$ cat src/rtl/fifo_wr_arbiter.sv
// fifo_wr_arbiter: round-robin burst arbiter sharing one FIFO write port among NUM_REQ requesters.
// A burst starts only when the FIFO is not almost-full; individual beats stall on full.
module fifo_wr_arbiter #(
    parameter int NUM_REQ    = 4,
    parameter int DATA_WIDTH = 8,
    parameter int MAX_BURST  = 4
) (
    input  logic                            clk,
    input  logic                            rst,
    input  logic [NUM_REQ-1:0]              req_valid_i,
    input  logic [NUM_REQ*DATA_WIDTH-1:0]   req_data_i,
    input  logic [NUM_REQ-1:0]              req_last_i,
    output logic [NUM_REQ-1:0]              req_ready_o,
    input  logic                            fifo_full_i,
    input  logic                            fifo_a_full_i,
    output logic                            fifo_wr_en_o,
    output logic [DATA_WIDTH-1:0]           fifo_wr_data_o,
    output logic [NUM_REQ-1:0]              grant_o,
    output logic                            busy_o,
    output logic [$clog2(MAX_BURST+1)-1:0]  beat_cnt_o
);
    localparam int IW = $clog2(NUM_REQ);
    localparam int CW = $clog2(MAX_BURST+1);

    typedef enum logic {IDLE, BURST} state_t;

    state_t            state_q, state_d;
    logic [NUM_REQ-1:0] grant_q, grant_d;
    logic [IW-1:0]     rr_ptr_q, rr_ptr_d, winner;
    logic [CW-1:0]     beat_cnt_q, beat_cnt_d;
    logic              found, beat, last;

    assign busy_o       = state_q == BURST;
    assign grant_o      = grant_q;
    assign beat_cnt_o   = beat_cnt_q;
    assign req_ready_o  = (busy_o && !fifo_full_i) ? grant_q : '0;
    assign beat         = |(req_valid_i & req_ready_o);
    assign last         = |(req_last_i & grant_q);
    assign fifo_wr_en_o = beat;

    // First valid requester at or after rr_ptr, wrapping modulo NUM_REQ
    always_comb begin : search
        int j;
        found  = 1'b0;
        winner = '0;
        j      = 0;
        for (int i = 0; i < NUM_REQ; i++) begin
            j = int'(rr_ptr_q) + i;
            if (j >= NUM_REQ) j = j - NUM_REQ;
            if (!found && req_valid_i[IW'(j)]) begin
                found  = 1'b1;
                winner = IW'(j);
            end
        end
    end

    // grant_q is zero in IDLE, so the mux naturally yields 0 there
    always_comb begin : data_mux
        fifo_wr_data_o = '0;
        for (int k = 0; k < NUM_REQ; k++)
            if (grant_q[k]) fifo_wr_data_o = req_data_i[k*DATA_WIDTH +: DATA_WIDTH];
    end

    always_comb begin : next_state
        state_d    = state_q;
        grant_d    = grant_q;
        rr_ptr_d   = rr_ptr_q;
        beat_cnt_d = beat_cnt_q;
        if (state_q == IDLE) begin
            if (found && !fifo_a_full_i) begin
                state_d    = BURST;
                grant_d    = NUM_REQ'(1) << winner;
                rr_ptr_d   = (winner == IW'(NUM_REQ-1)) ? '0 : winner + 1'b1;
                beat_cnt_d = '0;
            end
        end else if (beat) begin
            if (last || beat_cnt_q == CW'(MAX_BURST-1)) begin
                state_d    = IDLE;
                grant_d    = '0;
                beat_cnt_d = '0;
            end else begin
                beat_cnt_d = beat_cnt_q + 1'b1;
            end
        end
    end

    always_ff @(posedge clk or posedge rst) begin
        if (rst) begin
            state_q    <= IDLE;
            grant_q    <= '0;
            rr_ptr_q   <= '0;
            beat_cnt_q <= '0;
        end else begin
            state_q    <= state_d;
            grant_q    <= grant_d;
            rr_ptr_q   <= rr_ptr_d;
            beat_cnt_q <= beat_cnt_d;
        end
    end
endmodule

$ cat config.mk
export PLATFORM = sky130hd
export DESIGN_NAME = fifo_wr_arbiter
export DESIGN_NICKNAME = d
export VERILOG_FILES = /design/src/rtl/fifo_wr_arbiter.sv
export SDC_FILE = /design/constraint.sdc
export NUM_CORES = 1
export LEC_CHECK = 0
export ABC_AREA = 1
export CORE_MARGIN = 5
export CORE_UTILIZATION = 35
export DETAILED_ROUTE_END_ITERATION = 8
export PLACE_DENSITY = 0.85
export SYNTH_ARGS = -nofsm -noshare
export SYNTH_HDL_FRONTEND = slang
export SYNTH_SLANG_ARGS = --single-unit
$ cat constraint.sdc
create_clock -name clk -period 1.61 [get_ports clk]
set_input_delay 0.322 -clock clk [delete_from_list [all_inputs] [get_ports clk]]
set_output_delay 0.322 -clock clk [all_outputs]
set_load 0.05 [all_outputs]
==> results.md <==
- TNS Setup: -3.37 ns
- Async S/R FF share, synth: 100%
- Slew headroom: between 70% and 80%
- DR pass1 iterations: 4
- Htree depth: 1
- Initial Utilization: 35.4%
- Data arrival time of the critical path: 2.06 ns
- RSZ-0062 raised after global routing: true
- Mapped cell area: ~1200 um^2
- Total chip power: 0.00571 W
- Post-synth EDFFs: 0
- Die width: 67.6 um
- Synth Net Count: 240
- Worst setup startpoint: rr_ptr_q[0]
- Hold Vio Cnt, Final: 0
- Port Buffers: 64
- R2r endpoint: rr_ptr_q[1]
- Die area: 4570 um^2
- Synth warn: 0
- Slew Limit Fails: 0
- DRT iter0 DRCs: between 100 and 150
- Failing checks: setup timing
- Peak supply drop: roughly 1.3 mV
- Total core area: 3280 um^2
- Pleak: around 1.3 nW
- CTS Buf Count: 3
- Final period util: 118%
- Post-Synthesis Cells: 190
- Clk slew on worst S/H paths: 0.06 ns
- Register bit total from synthesis: 10
- FMAX: 527 MHz
- HP Class: input pin to asynchronous set/reset pin
- Grt total ovfl: 0
- Vias in the first global route: 1770
- Max clock buf depth: 2
- Clock latency on the worst-skew pair: 0.27 ns
- Via count: roughly 1800
- Synth unique cells: 22
- Routed WL: 6140 um
- Chip height: 67.6 um
- NumNets Final: 340
- Setup crit end kind: flip-flop
- Seq/Total Area, Yosys: a little over a fifth
- Sink Count: 10
- Reg2reg start: rr_ptr_q[0]
- IO Count: 65
- Crit Path Category: flip-flop to flip-flop
- Final setup viols: 21
- Row cnt: 21
- Hold-fix buffers, CTS: 0
- ANT cells: 0
- Avg Cell Area, Syn: 6.11 um^2
- Register-to-Register Path Depth: 12
- DP Wirelength: around 3500 um
- DRC Markers: 0
- Post-route minimum period: 1.90 ns
- Largest net degree at the start of global routing: 20
- Total track usage: 23.1%
- Initial antenna violation count: 0
- Setup ws final: -0.289 ns
- Post-DRT Antenna Nets: 0
- CTS tree: done
- First-pass GRT wire length: 8070 um
- Max_cap viols: 0
- Crit path max fanout: 6
- DR vias/cell: 5.28
- Dpl ws: -0.529 ns
- Slew @ Worst Pin: 0.384 ns
- Syn-to-layout area delta: 133%
- CTS root buf: clkbuf_4
- Placer Congestion: 0.795
- Post-DR wirelength/cell: 18.3 um
- Clk_skew: 0.00368 ns
- Outcome: complete, but fails checks
- CP startpoint kind: flip-flop
- Main synth FF type: dfrtp_1
- Worst EP required: 1.77 ns
- Share of cells above drive strength 1: 54.0%
- Power Density: 2110 nW/um^2
- Reg-to-reg setup timing slack: -0.29 ns
## cell families after synthesis
kind of cell	Yosys count	synth area share [%]
AO/OA/AOI/OAI	27	12.3
adder cells (fa/ha/maj)	6	6.47
buffers and inverters	29	12.3
flip-flops	10	21.6
AND/OR/NAND/NOR	118	47.4
## state kept, by name, summed over array words and instances, names as in the netlist
| signal | count |
|---|---|
| beat_cnt_o | 3 |
| busy_o | 1 |
| grant_o | 4 |
| rr_ptr_q | 2 |
## repair_timing
| item | 4_1_cts | 5_1_grt |
|---|---|---|
| endpoints found under the hold margin | 0 | 0 |
| endpoints found under the setup margin | 23 | 22 |
| gates resized for setup | 60 | 38 |
| pin swaps | 29 | 25 |
| buffers inserted | 12 | 5 |
## cells in the mapped netlist, types with 2 or more instances
master / n / area [um^2]
nand2_4: 2 / 22.5
ha_1: 6 / 75.1
o21ai_2: 2 / 17.5
nand4_1: 3 / 18.8
o21ai_0: 16 / 80.1
nor2_2: 2 / 12.5
dfrtp_1: 10 / 250
nand2_2: 8 / 50.1
a21oi_1: 9 / 45.0
nand3_1: 21 / 105
inv_1: 21 / 78.8
buf_4: 2 / 15.0
nor2_1: 6 / 22.5
nand2_1: 73 / 274
buf_6: 2 / 22.5
## placed cells by master, fill, tap and decap left out
master           netlist  final
nor2_4                 0      3
nand3_2                0      7
buf_4                  2     29
inv_1                 21      9
clkbuf_1               1      1
o21ai_1                0      2
o21ai_2                2     13
o21ai_4                0      3
nand2_8                0      1
buf_6                  2      8
nand3b_1               1      1
inv_4                  0      3
a21oi_2                0      4
nand2_1               73     48
nand3_4                1      2
nand4_1                3      3
dfrtp_2                0      6
nor2_1                 6      2
ha_4                   0      4
nand3_1               21     13
inv_8                  1      1
nand2_4                2     11
ha_1                   6      2
clkdlybuf4s50_1        0     38
a21oi_1                9      5
dlymetal6s2s_1         0      1
nor2_2                 2      3
dfrtp_1               10      4
inv_2                  1     10
clkbuf_4               1      3
nand2_2                8     23
buf_12                 0     21
nor2_8                 1      1
dlygate4sd2_1          0      4
## worst max-delay path by stage
stage                             end  slack, ns  cells after the start
finish                    rr_ptr_q[1]      -0.29                     12
CTS                 fifo_wr_data_o[1]      -0.17                      8
detailed placement        rr_ptr_q[1]      -0.53                     13
global route              rr_ptr_q[1]      -0.35                     12
global placement          rr_ptr_q[1]      -0.46                     13
floorplan                  grant_o[1]      -0.45                      9
## worst max-delay path, cell delays in order (launching register included)
cell     delay, ns
dfrtp_2       0.49
buf_6         0.17
nand2_4       0.08
nand3_2       0.11
o21ai_4       0.10
nand2_2       0.11
nand2_2       0.08
nand2_2       0.09
nand3_4       0.14
inv_4         0.06
ha_4          0.23
nand2_2       0.06
nand2_2       0.05
## power breakdown
part           total, W  switching [W]  leakage [nW]  internal [W]
sequential     0.000498       0.000146         0.121      0.000352
clock          0.000184      0.0000876        0.0150     0.0000961
combinational   0.00503        0.00278          1.12       0.00225
total           0.00571        0.00301          1.26       0.00270
## routing by layer
layer,GRT usage (%),part of all wire (%),vias to the layer above
li1,-,-,806
met1,25.0,35,821
met2,42.5,50,109
met3,4.16,9.2,33
met4,11.6,5.5,0
met5,0,0,-
## final cells by class
type	count	area, um^2
clock buffer	4	26.3
fill	155	583
inverter	23	101
multi-input combinational	151	1100
sequential	10	258
tap	46	57.6
timing repair buffer	101	1160
## through the flow
| step | instance area [um^2] | cells | utilization, % | hold WS (ns) |
|---|---|---|---|---|
| after floorplan | 1250 | 190 | - | 0.162 |
| after global placement | 2260 | 315 | 68.8 | 0.548 |
| after detailed placement | 2260 | 315 | 68.8 | 0.590 |
| after CTS | 2550 | 330 | 77.6 | 0.329 |
| after global routing | 2700 | 335 | 82.2 | 0.352 |
| final | 2700 | 335 | 82.2 | 0.326 |
No activity file was read; power rests on OpenSTA's default activity.
